[config.mk]
export PLATFORM = sky130hd
export DESIGN_NAME = fetch_decode_stage
export DESIGN_NICKNAME = d
export VERILOG_FILES = /design/src/rtl/fetch_decode_stage.sv
export SDC_FILE = /design/constraint.sdc
export NUM_CORES = 1
export LEC_CHECK = 0
export ABC_CLOCK_PERIOD_IN_PS = 4800
export CAP_MARGIN = 20
export CORE_ASPECT_RATIO = 0.9
export CORE_UTILIZATION = 46
export CTS_BUF_LIST = sky130_fd_sc_hd__clkbuf_8
export CTS_CLUSTER_DIAMETER = 150
export CTS_CLUSTER_SIZE = 20
export DETAILED_ROUTE_END_ITERATION = 12
export GPL_TIMING_DRIVEN = 0
export HOLD_SLACK_MARGIN = 0.08
export PLACE_DENSITY = 0.82
export SLEW_MARGIN = 10
export SYNTH_ARGS = -nofsm -noshare
export SYNTH_HDL_FRONTEND = slang
export SYNTH_SLANG_ARGS = --single-unit
[constraint.sdc]
create_clock -name clk -period 4.8 [get_ports clk]
set_input_delay 0.48 -clock clk [delete_from_list [all_inputs] [get_ports clk]]
set_output_delay 0.48 -clock clk [all_outputs]
set_load 0.005 [all_outputs]
[src/rtl/fetch_decode_stage.sv]
// Fetch stage with PC register, next-PC selection, the IF/ID pipeline
// register and saturating debug event counters.
module fetch_decode_stage #(
  parameter int unsigned        WIDTH     = 32,
  parameter logic [WIDTH-1:0]   RESET_PC  = '0,
  parameter int unsigned        CNT_WIDTH = 16
) (
  input  logic                 clk,
  input  logic                 reset,
  input  logic                 StallF,
  input  logic                 StallD,
  input  logic                 FlushD,
  input  logic                 BranchTakenE,
  input  logic [WIDTH-1:0]     ALUResultE,
  input  logic                 PCSrcW,
  input  logic [WIDTH-1:0]     ResultW,
  input  logic [31:0]          InstrF,
  output logic [WIDTH-1:0]     PCF,
  output logic [31:0]          InstrD,
  output logic [WIDTH-1:0]     PCD,
  output logic [WIDTH-1:0]     PCPlus8D,
  output logic                 ValidD,
  output logic [CNT_WIDTH-1:0] FetchCnt,
  output logic [CNT_WIDTH-1:0] StallCnt,
  output logic [CNT_WIDTH-1:0] FlushCnt
);

  localparam logic [WIDTH-1:0]     PC_INC4 = WIDTH'(4);
  localparam logic [WIDTH-1:0]     PC_INC8 = WIDTH'(8);
  localparam logic [CNT_WIDTH-1:0] CNT_ONE = CNT_WIDTH'(1);

  logic [WIDTH-1:0]     pcf_q, pcf_d;
  logic [31:0]          instrd_q, instrd_d;
  logic [WIDTH-1:0]     pcd_q, pcd_d;
  logic                 validd_q, validd_d;
  logic [CNT_WIDTH-1:0] fetch_cnt_q, fetch_cnt_d;
  logic [CNT_WIDTH-1:0] stall_cnt_q, stall_cnt_d;
  logic [CNT_WIDTH-1:0] flush_cnt_q, flush_cnt_d;

  logic [WIDTH-1:0]     pc_plus4;
  logic                 pc_advance;
  logic                 pc_stall;

  assign pc_plus4 = pcf_q + PC_INC4;

  // Next-PC selection: redirects take priority over a fetch stall.
  always_comb begin
    pcf_d      = pcf_q;
    pc_advance = 1'b1;
    pc_stall   = 1'b0;
    if (BranchTakenE) begin
      pcf_d = ALUResultE;
    end else if (PCSrcW) begin
      pcf_d = ResultW;
    end else if (StallF) begin
      pc_advance = 1'b0;
      pc_stall   = 1'b1;
    end else begin
      pcf_d = pc_plus4;
    end
  end

  // IF/ID next state: a flush bubbles even when Decode is stalled.
  always_comb begin
    instrd_d = instrd_q;
    pcd_d    = pcd_q;
    validd_d = validd_q;
    if (FlushD) begin
      instrd_d = '0;
      pcd_d    = '0;
      validd_d = 1'b0;
    end else if (!StallD) begin
      instrd_d = InstrF;
      pcd_d    = pcf_q;
      validd_d = 1'b1;
    end
  end

  // Saturating event counters: stick at all-ones instead of wrapping.
  always_comb begin
    fetch_cnt_d = fetch_cnt_q;
    stall_cnt_d = stall_cnt_q;
    flush_cnt_d = flush_cnt_q;
    if (pc_advance && (fetch_cnt_q != '1)) fetch_cnt_d = fetch_cnt_q + CNT_ONE;
    if (pc_stall   && (stall_cnt_q != '1)) stall_cnt_d = stall_cnt_q + CNT_ONE;
    if (FlushD     && (flush_cnt_q != '1)) flush_cnt_d = flush_cnt_q + CNT_ONE;
  end

  // State registers with asynchronous active-high reset.
  always_ff @(posedge clk or posedge reset) begin
    if (reset) begin
      pcf_q       <= RESET_PC;
      instrd_q    <= '0;
      pcd_q       <= '0;
      validd_q    <= 1'b0;
      fetch_cnt_q <= '0;
      stall_cnt_q <= '0;
      flush_cnt_q <= '0;
    end else begin
      pcf_q       <= pcf_d;
      instrd_q    <= instrd_d;
      pcd_q       <= pcd_d;
      validd_q    <= validd_d;
      fetch_cnt_q <= fetch_cnt_d;
      stall_cnt_q <= stall_cnt_d;
      flush_cnt_q <= flush_cnt_d;
    end
  end

  assign PCF      = pcf_q;
  assign InstrD   = instrd_q;
  assign PCD      = pcd_q;
  assign PCPlus8D = pcd_q + PC_INC8;
  assign ValidD   = validd_q;
  assign FetchCnt = fetch_cnt_q;
  assign StallCnt = stall_cnt_q;
  assign FlushCnt = flush_cnt_q;

endmodule

# After elaboration in Yosys (flattened, before gate mapping)
# Cells that the tools add are included.
# word_totals
register_bits,145
input_bits,103
latchBits,0
ram_bits,0
rom_bits,0
output_inout_bits,177
n_memories,0
# op_classes
n_mul,0
n_addsub,5
mux,15
eq_ne,5
reduce_logical,3
n_bitwise,0
n_shift,0
n_lt_le_gt_ge,0
div_mod_pow,0
# op_table
op,n
$mux 32,7
$add 16x1->16 const B,3
$ne 16x16->1 const B,3
$add 32x3->32 const B,1
$add 32x4->32 const B,1
$mux 1,8
$logic_and 1x1->1,3
$ne 3x1->1 const B,1
$ne 2x1->1 const B,1

# Longest topological paths before layout
# Gate-level depths: netlist of the first run.
# logic_depth
ltp_word,4
ltp_mapped,7
mapped_depth_nobuf,6

# Worst setup path after synthesis of the first run
# OpenSTA, ideal clock, no wires.
# synth_path
path_kind,flip-flop to output port
start,"reg pcd_q[3], in the netlist PCD[3]"
end,out PCPlus8D[28]
t_arrival_ns,1.569
path_buffers,0
required_ns,4.320
slack_ns,2.751
stages_incl_launch_ff,6
cell_sequence,dfrtp_1 -> and3_1 -> nand3_1 -> nor4_4 -> nand4_1 -> xnor2_1
# synth_via
elab_chain_len,1
# synth_lines
item,line_no,rtl
"start, declared",34,"logic [WIDTH-1:0] pcd_q, pcd_d;"
"start signal, assigned",102,pcd_q <= pcd_d;
$add 32x4->32,113,assign PCPlus8D = pcd_q + PC_INC8;
"end, declared",21,"output logic [WIDTH-1:0] PCPlus8D,"
# Every way passes these cells.

# Worst setup path after layout of the first run
# layout_path
start,"reg pcd_q[3], in the netlist PCD[3]"
end,out PCPlus8D[29]
# Same word-level chain as after synthesis.

==> results_dict.tcl, run 1 <==
set metrics [dict create \
    die_y_um 124 \
    slew_viol_final 0 \
    yosysSeqAreaShare_pct 47.7 \
    start_util_pct 47.2 \
    fp.dieW_um 138 \
    rows 44 \
    rsz0062_at_grt "false" \
    grt_pass1_vias 6774 \
    leakagePower_nw 4.76 \
    setup_tns_ns 0 \
    clock_path_buffers 2 \
    synth_top_cell_by_area "dfrtp_1" \
    cts_tree "done" \
    place_inst 1255 \
    multi_input_area_um2 3770 \
    wl_per_cell_um 18.5 \
    synth_adder_area_share_pct 0.822 \
    cp.arrival_ns 3.15 \
    netlist_instances 771 \
    grt_pass1_wl_um 36200 \
    powerDensity_nw_per_um2 303 \
    r2r_setup_slack_ns 2.62 \
    drc 0 \
    timing.rr.start "PCF[2]" \
    io_buffers 276 \
    drtPass1Iterations 5 \
    yosysTopAreaCellShare_pct 47.7 \
    hpwl_um 17900 \
    drive_gt1_share_pct 5.84 \
    ys_warn_count 0 \
    post_cts_resized 0 \
    wl_um 23800 \
    instances_no_fill 1286 \
    worst_setup_path_end_kind "output pin" \
    ys_ff_latch 145 \
    ios 280 \
    fillers 1305 \
    worst_pin_slew_ns 0.829 \
    cts_setup_buffers 0 \
    overflow 0 \
    core_um2 16100 \
    synth-simple-area-share_pct 20.6 \
    cp_cell_sequence "ha_1 > nand4_1 > nor4_2 > and3_1 > nand3_1 > xnor2_1 > clkdlybuf4s50_1" \
    synth_xor_area_share_pct 9.78 \
    path_clk_slew_ns 0.08 \
    drtIter0Drc 358 \
    diodes 0 \
    cp_max_fo 6 \
    synth-compound-area-share_pct 8.60 \
    crit_buf_inv 1 \
    drv_cap 0 \
    synth_edf_count 0 \
    clkLatencyLatePin_ns 0.45 \
    numCtsBuffers 17 \
    nets 1175 \
    max_freq_mhz 275 \
    finalHoldViolations 0 \
    status "finished clean" \
    syn_avg_cell_area_um2 9.87 \
    crit_family "simple AND/OR/NAND/NOR gates" \
    grt_util_all_layers_pct 28.2 \
    cts_max_level 4 \
    period_share_pct 75.6 \
    antenna_found_initial 0 \
    synth_nets 879 \
    crit_path_start_kind "flip-flop" \
    dr_total_vias 7051 \
    gp_congestion 0.887 \
    post-place-ws_ns 1.63 \
    setup_viol 0 \
    crit-reg2reg-capture "PCF[22]" \
    synth_top_cells_by_area "dfrtp_1 48%, mux2i_1 8.9%, xnor2_1 5.6%, nor2_1 5.1%, xor2_1 4.1%" \
    clock-sinks 145 \
    async_flop_share_pct 100 \
    ctsRootBufferMaster "clkbuf_8" \
    syn_area_um2 7610 \
    hold_slack_ns 0.441 \
    seq_area_um2 3630 \
    die_area_um2 17100 \
    reg2regPathDepth 6 \
    grt_max_degree 86 \
    area_growth_pct 44.9 \
    synth_top_family_by_area "simple AND/OR/NAND/NOR gates" \
    worstSetupPathType "flip-flop to output pin" \
    worstPathRequired_ns 4.32 \
    synthMuxAreaShare_pct 9.68 \
    relSlewSlack_pct 44.7 \
    hold_class "input pin to asynchronous set/reset pin" \
    finalWorstSetupSlack_ns 1.17 \
    critPathMaxStageDelay_ns 0.56 \
    ys_types 57 \
    clock_skew_ns 0.0105 \
    critPathSlowestCell "nor4_2" \
    final_core_util_pct 68.4 \
    ys.flop_type "dfrtp_1" \
    worst_ir_drop_vdd_mv 0.298 \
    ant_nets 0 \
    vias_per_cell 5.48 \
    fin_crit_ns 3.63 \
    hold_buffers 0 \
]
==> cell type report <==
| cell class | instances | area share (%) |
|---|---|---|
| plain buffers | 39 | 1.50 |
| repair buffers | 277 | 25.3 |
| inverters | 13 | 0.510 |
| clock inverters | 13 | 1.03 |
| flip-flops and latches | 145 | 32.9 |
| clock buffers | 18 | 2.25 |
| well taps | 207 | 2.35 |
| multi-input cells | 574 | 34.2 |
==> layout by cell type (no fill, tap or decap), types with 3 or more instances in the layout <==
cell / netlist / layout
nand2_1: 60 / 60
nand4_1: 32 / 32
xor2_1: 36 / 36
inv_1: 13 / 13
clkdlybuf4s50_1: 0 / 276
o21a_1: 4 / 4
clkbuf_8: 0 / 18
a22oi_1: 5 / 5
mux2_2: 5 / 5
clkbuf_1: 23 / 23
and4_1: 8 / 8
buf_1: 7 / 7
buf_4: 3 / 3
nor3_1: 6 / 6
nor4_1: 5 / 5
o21ba_2: 3 / 3
o211ai_1: 4 / 4
xnor2_1: 49 / 49
clkinv_2: 0 / 3
and3_1: 28 / 28
ha_1: 5 / 5
a31oi_1: 4 / 4
clkinvlp_4: 0 / 4
o22ai_1: 4 / 4
buf_2: 5 / 5
nor2_1: 104 / 104
mux2i_1: 68 / 68
a21oi_1: 35 / 35
o221ai_1: 9 / 9
nand3_1: 43 / 43
o21ai_0: 16 / 16
dfrtp_1: 145 / 145
nor3_2: 5 / 5
==> Yosys cell counts (3+ instances only) <==
library cell  instances
o21ai_0              16
o221ai_1              9
o211ai_1              4
dfrtp_1             145
mux2_2                5
a31oi_1               4
xnor2_1              49
mux2i_1              68
ha_1                  5
a22oi_1               5
o21a_1                4
and4_1                8
o21ba_2               3
inv_1                13
nor3_2                5
buf_1                 7
and3_1               28
nor4_1                5
nand2_1              60
nand4_1              32
clkbuf_1             23
nor2_1              104
xor2_1               36
buf_4                 3
o22ai_1               4
nand3_1              43
nor3_1                6
a21oi_1              35
buf_2                 5
==> flip-flops by register name, indices dropped and copies added, names as in the netlist <==
register and count:
PCF 32, PCD 32, InstrD 32, StallCnt 16
FlushCnt 16, FetchCnt 16, ValidD 1
==> layer usage <==
layer | vias up | GRT usage, % | routed length [µm]
li1 | 3326 | - | -
met1 | 3426 | 35.0 | 9730
met2 | 263 | 45.9 | 11400
met3 | 36 | 8.87 | 2100
met4 | 0 | 10.4 | 547
met5 | - | 0 | 0
==> worst register-to-register path, stage by stage, from the launching register on <==
cell	delay [ns]
dfrtp_1	0.47
ha_1	0.23
nand3_1	0.22
nor3_2	0.51
and2b_1	0.32
a31o_2	0.18
a31oi_1	0.09
==> where the power goes <==
| group | internal, mW | leakage (nW) | switching [mW] |
|---|---|---|---|
| registers | 1.36 | 1.88 | 0.207 |
| clock network | 0.419 | 0.178 | 0.494 |
| logic | 0.532 | 2.70 | 0.330 |
==> worst max-delay path by stage <==
stage | start | to | cells after the start
final | PCD[3] | PCPlus8D[29] | 7
after global routing | PCD[3] | PCPlus8D[29] | 7
after CTS | PCD[3] | PCPlus8D[29] | 7
after detailed placement | PCD[3] | PCPlus8D[29] | 7
after global placement | reset | InstrD[12] | 2
after floorplan | reset | FetchCnt[0] | 1
==> cell families after synthesis <==
group	Yosys count
fa+ha+maj	5
xor+xnor	85
simple gates	310
compound gates	101
flops	145
mux	73
buf+inv	52
==> through the flow <==
step / cell area, µm² / total power, mW
6_report: 11000 / 3.35
3_3_place_gp: 10600 / 2.43
4_1_cts: 11000 / 3.36
2_1_floorplan: 7610 / 1.92
3_5_place_dp: 10700 / 2.46
5_1_grt: 11000 / 3.52
(Power assumes the default switching activity.)
==> run 2, diff against run 1 <==
ABC_CLOCK_PERIOD_IN_PS = 3600   (was 4800)
clock period = 3.6 ns   (was 4.8 ns; I/O delays follow)
==> results_dict.tcl, run 2 (synthesized netlist as in run 1, its figures left out) <==
set metrics [dict create \
    setup_tns_ns 0 \
    worstSetupPathType "flip-flop to output pin" \
    numCtsBuffers 17 \
    grt_pass1_vias 6628 \
    relSlewSlack_pct 45.2 \
    worst_pin_slew_ns 0.823 \
    rsz0062_at_grt "false" \
    setup_viol 0 \
    start_util_pct 47.2 \
    cp_cell_sequence "and3_1 > nand3_1 > nor4_4 > nand4_1 > xnor2_1 > clkdlybuf4s50_1" \
    drtIter0Drc 418 \
    post-route-cell-area_um2 11100 \
    cp.arrival_ns 3.04 \
    drtPass1Iterations 7 \
    max_freq_mhz 294 \
    dr_total_vias 7064 \
    cts_setup_buffers 0 \
    clock-sinks 145 \
    critPathSlowestCell "nor4_4" \
    worst_ir_drop_vdd_mv 0.319 \
    drive_gt1_share_pct 6.18 \
    cts_max_level 4 \
    reg2regPathDepth 6 \
    vias_per_cell 5.46 \
    crit_path_start_kind "flip-flop" \
    ctsRootBufferMaster "clkbuf_8" \
    fp.dieW_um 138 \
    cts_tree "done" \
    area_growth_pct 45.8 \
    grt_max_degree 37 \
    core_um2 16100 \
    overflow 0 \
    finalHoldViolations 0 \
    grt_util_all_layers_pct 28.0 \
    wl_per_cell_um 18.5 \
    wl_um 23900 \
    io_buffers 276 \
    fillers 1312 \
    leakagePower_nw 4.81 \
    drc 0 \
    r2r_setup_slack_ns 1.43 \
    period_share_pct 94.4 \
    cp.depth 6 \
    crit_family "simple AND/OR/NAND/NOR gates" \
    post_dp_cell_area_um2 10700 \
    layout_common_cells "276 x clkdlybuf4s50_1, 145 x dfrtp_1, 104 x nor2_1" \
    hold_class "input pin to asynchronous set/reset pin" \
    die_area_um2 17100 \
    ios 280 \
    ant_nets 0 \
    status "finished clean" \
    powerDensity_nw_per_um2 396 \
    drv_cap 0 \
    grt_pass1_wl_um 35700 \
    fin_crit_ns 3.40 \
    critPathMaxStageDelay_ns 0.74 \
    gp_congestion 0.863 \
    clock_path_buffers 2 \
    worst_setup_path_end_kind "output pin" \
    clkLatencyLatePin_ns 0.46 \
    cp_max_fo 8 \
    slew_viol_final 0 \
    clock_skew_ns 0.0149 \
    layout.cells.most_common "clkdlybuf4s50_1" \
    nets 1179 \
    worstPathRequired_ns 3.24 \
    die_y_um 124 \
    path_clk_slew_ns 0.08 \
    hold_buffers 0 \
    rows 44 \
    antenna_found_initial 3 \
    hpwl_um 18300 \
    crit_buf_inv 1 \
]
-- run 2: cell types whose count changed in the layout (fill, tap and decap cells not counted), sizes merged --
| cell | change |
|---|---|
| buf | +4 |
| inv | -1 |
| diode | +2 |
| bufinv | -1 |
| clkinv | +3 |
-- run 2: final cells by class --
class / count / area [µm²] / share of cell area (%)
diodes: 2 / 5.00 / 0.0451
plain buffers: 39 / 165 / 1.49
clock buffers: 18 / 248 / 2.23
clock inverters: 14 / 93.8 / 0.845
inverters: 13 / 52.6 / 0.473
multi-input cells: 574 / 3780 / 34.0
flip-flops and latches: 145 / 3630 / 32.7
well taps: 207 / 259 / 2.33
repair buffers: 281 / 2870 / 25.9
-- run 2: final timing paths --
path,start,end
max in group asynchronous,reset,PCF[28]
setup / recovery,PCD[3],PCPlus8D[30]
min in group clk,FlushD,FlushCnt[0]
setup reg to reg,PCF[3],PCF[22]
hold / removal,reset,InstrD[19]
hold reg to reg,FlushCnt[12],FlushCnt[12]
-- run 2: worst reg2reg max path, stage by stage, from the launching register on --
cell	delay, ns
dfrtp_1	0.46
ha_1	0.23
nand3_1	0.23
nor3_2	0.52
and2b_1	0.31
a31o_2	0.19
a31oi_1	0.09
-- run 2: through the flow --
stage                     instances  utilization [%]  power, mW  hold WS (ns)  worst slack, ns
final                          1293             68.8       4.39         0.223            0.201
after global placement         1254             65.9       3.24         0.474            0.103
after floorplan                 771                -       2.56         0.477             1.42
after CTS                      1291             68.7       4.42         0.203            0.101
after detailed placement       1259             66.6       3.28         0.485            0.621
after global routing           1293             68.8       4.63         0.221           0.0160
-- run 2: where the power goes --
part | internal (mW) | switching [mW]
logic | 0.718 | 0.443
clock network | 0.489 | 0.649
registers | 1.82 | 0.277
total | 3.03 | 1.37
-- run 2: repair_timing --
| action | 4_1_cts | 5_1_grt |
|---|---|---|
| endpoints found under the hold margin | 0 | 0 |
| setup endpoints to repair | 0 | 1 |
| gates resized for setup | 0 | 1 |
-- run 2: per-layer routing --
layer / part of all wire, % / GRT usage (%) / routed length, µm / vias to the layer above
met2: 47 / 45.2 / 11300 / 271
met4: 1.9 / 9.20 / 450 / 2
met3: 9.2 / 9.77 / 2190 / 35
met5: 0.054 / 0 / 13 / -
li1: - / - / - / 3349
met1: 42 / 34.9 / 9930 / 3407
==> run 3, diff against run 2 <==
ABC_CLOCK_PERIOD_IN_PS = 3200   (was 3600)
clock period = 3.2 ns   (was 3.6 ns; I/O delays follow)
==> results_dict.tcl, run 3 (synthesized netlist as in run 1, its figures left out) <==
set metrics [dict create \
    pwr-share-comb_pct 26.5 \
    hold_slack_ns 0.181 \
    fin_crit_ns 3.03 \
    hpwl_um 18300 \
    cp.arrival_ns 2.71 \
    p_sw_mw 1.54 \
    dr_total_vias 7158 \
    grt_util_all_layers_pct 28.0 \
    worst_setup_path_end_kind "output pin" \
    final_core_util_pct 69.2 \
    hold_buffers 0 \
    cts_max_level 4 \
    setup_viol 0 \
    start_util_pct 47.2 \
    pwr-share-clk_pct 25.8 \
    relSlewSlack_pct 46.0 \
    crit_family "buffers and inverters" \
    numCtsBuffers 17 \
    critPathMaxStageDelay_ns 0.51 \
    grt_max_degree 37 \
    core_um2 16100 \
    clock-sinks 145 \
    post-place-ws_ns 0.261 \
    ios 280 \
    grt_pass1_wl_um 35700 \
    worstSetupPathType "flip-flop to output pin" \
    fp.dieW_um 138 \
    clock_skew_ns 0.0153 \
    worstPathRequired_ns 2.88 \
    wl_um 24000 \
    powerDensity_nw_per_um2 443 \
    finalHoldViolations 0 \
    wl_per_cell_um 18.5 \
    nets 1186 \
    crit_path_start_kind "flip-flop" \
    io_buffers 276 \
    rows 44 \
    gp_congestion 0.863 \
    layout.cells.most_common "clkdlybuf4s50_1" \
    intPower_mw 3.41 \
    die_area_um2 17100 \
    layout_common_cells "276 x clkdlybuf4s50_1, 144 x dfrtp_1, 104 x nor2_1" \
    crit_buf_inv 3 \
    cpMostUsedCell "buf_4" \
    cp_cell_sequence "ha_1 > nand4_1 > buf_4 > nor4_4 > buf_4 > and3_4 > nand3_1 > xnor2_1 > clkdlybuf4s50_1" \
    period_share_pct 94.7 \
    die_y_um 124 \
    drtIter0Drc 381 \
    drtPass1Iterations 5 \
    drc 0 \
    overflow 0 \
    finalWorstSetupSlack_ns 0.170 \
    max_freq_mhz 330 \
    drv_cap 0 \
    status "finished clean" \
    grt_pass1_vias 6648 \
    leakagePower_nw 4.84 \
    path_clk_slew_ns 0.09 \
    power.total_mw 4.95 \
    worst_ir_drop_vdd_mv 0.359 \
    antenna_found_initial 3 \
    p_seq_share_pct 47.7 \
    worst_pin_slew_ns 0.809 \
    clock_path_buffers 2 \
    slew_viol_final 0 \
    cp_max_fo 6 \
    critPathSlowestCell "clkdlybuf4s50_1" \
    area_growth_pct 46.7 \
    ant_nets 0 \
    swShare_pct 31.1 \
    drive_gt1_share_pct 7.06 \
    hold_class "input pin to asynchronous set/reset pin" \
    cts_tree "done" \
    ctsRootBufferMaster "clkbuf_8" \
    vias_per_cell 5.51 \
    clkLatencyLatePin_ns 0.46 \
]
-- run 3: cell count changes in the layout (fill, tap and decap cells not counted) --
| cell | delta |
|---|---|
| and3_1 | -1 |
| and3_4 | +1 |
| buf_4 | +7 |
| dfrtp_1 | -1 |
| dfrtp_2 | +1 |
| nand3_1 | -1 |
| nand3_2 | +1 |
-- run 3: path summary, 6_finish.rpt --
| path | cells after the start | startpoint | slack, ns | end |
|---|---|---|---|---|
| worst max register to register | 6 | PCF[3] | 1.04 | PCF[22] |
| worst max-delay path | 9 | PCD[3] | 0.17 | PCPlus8D[31] |
| max in group asynchronous | 5 | reset | 2.10 | PCF[28] |
| min in group clk | 3 | FlushD | 0.31 | FlushCnt[0] |
| worst min register to register | 1 | FlushCnt[12] | 0.50 | FlushCnt[12] |
| worst min-delay path | 2 | reset | 0.18 | InstrD[19] |
-- run 3: power groups by stage --
stage               logic [mW]  registers, mW  clock network, mW
detailed placement        1.31           2.39                  0
finish                    1.31           2.36               1.27
global placement          1.27           2.38                  0
CTS                       1.31           2.36               1.30
floorplan                0.536           2.34                  0
global route              1.43           2.40               1.38
-- run 3: per-layer routing --
metal  routed length, µm  vias up  track usage (%)
met3                2200       39             9.81
met4                 448        2             9.13
met1                9910     3470             34.9
met2               11500      287             45.3
li1                    -     3360                -
met5                  13        -                0
-- run 3: timing repair --
item	4_1_cts	5_1_grt
gates resized for setup	1	3
cloned	0	0
endpoints found under the setup margin	14	4
buffers inserted	5	2
pin swaps	2	0
-- run 3: stage by stage --
| step | cells | setup TNS [ns] | cell area, µm² |
|---|---|---|---|
| 2_1_floorplan | 771 | 0 | 7610 |
| 4_1_cts | 1296 | 0 | 11100 |
| 3_5_place_dp | 1259 | 0 | 10700 |
| 6_report | 1300 | 0 | 11200 |
| 5_1_grt | 1300 | -0.00832 | 11200 |
| 3_3_place_gp | 1254 | -35.17 | 10600 |
-- run 3: final cells by class --
class                   instances  area, µm²
diodes                          2       5.00
plain buffers                  39        165
clock buffers                  18        248
clock inverters                14       93.8
fillers                      1297       4970
inverters                      13       52.6
multi-input cells             574       3790
flip-flops and latches        145       3630
well taps                     207        259
repair buffers                288       2920
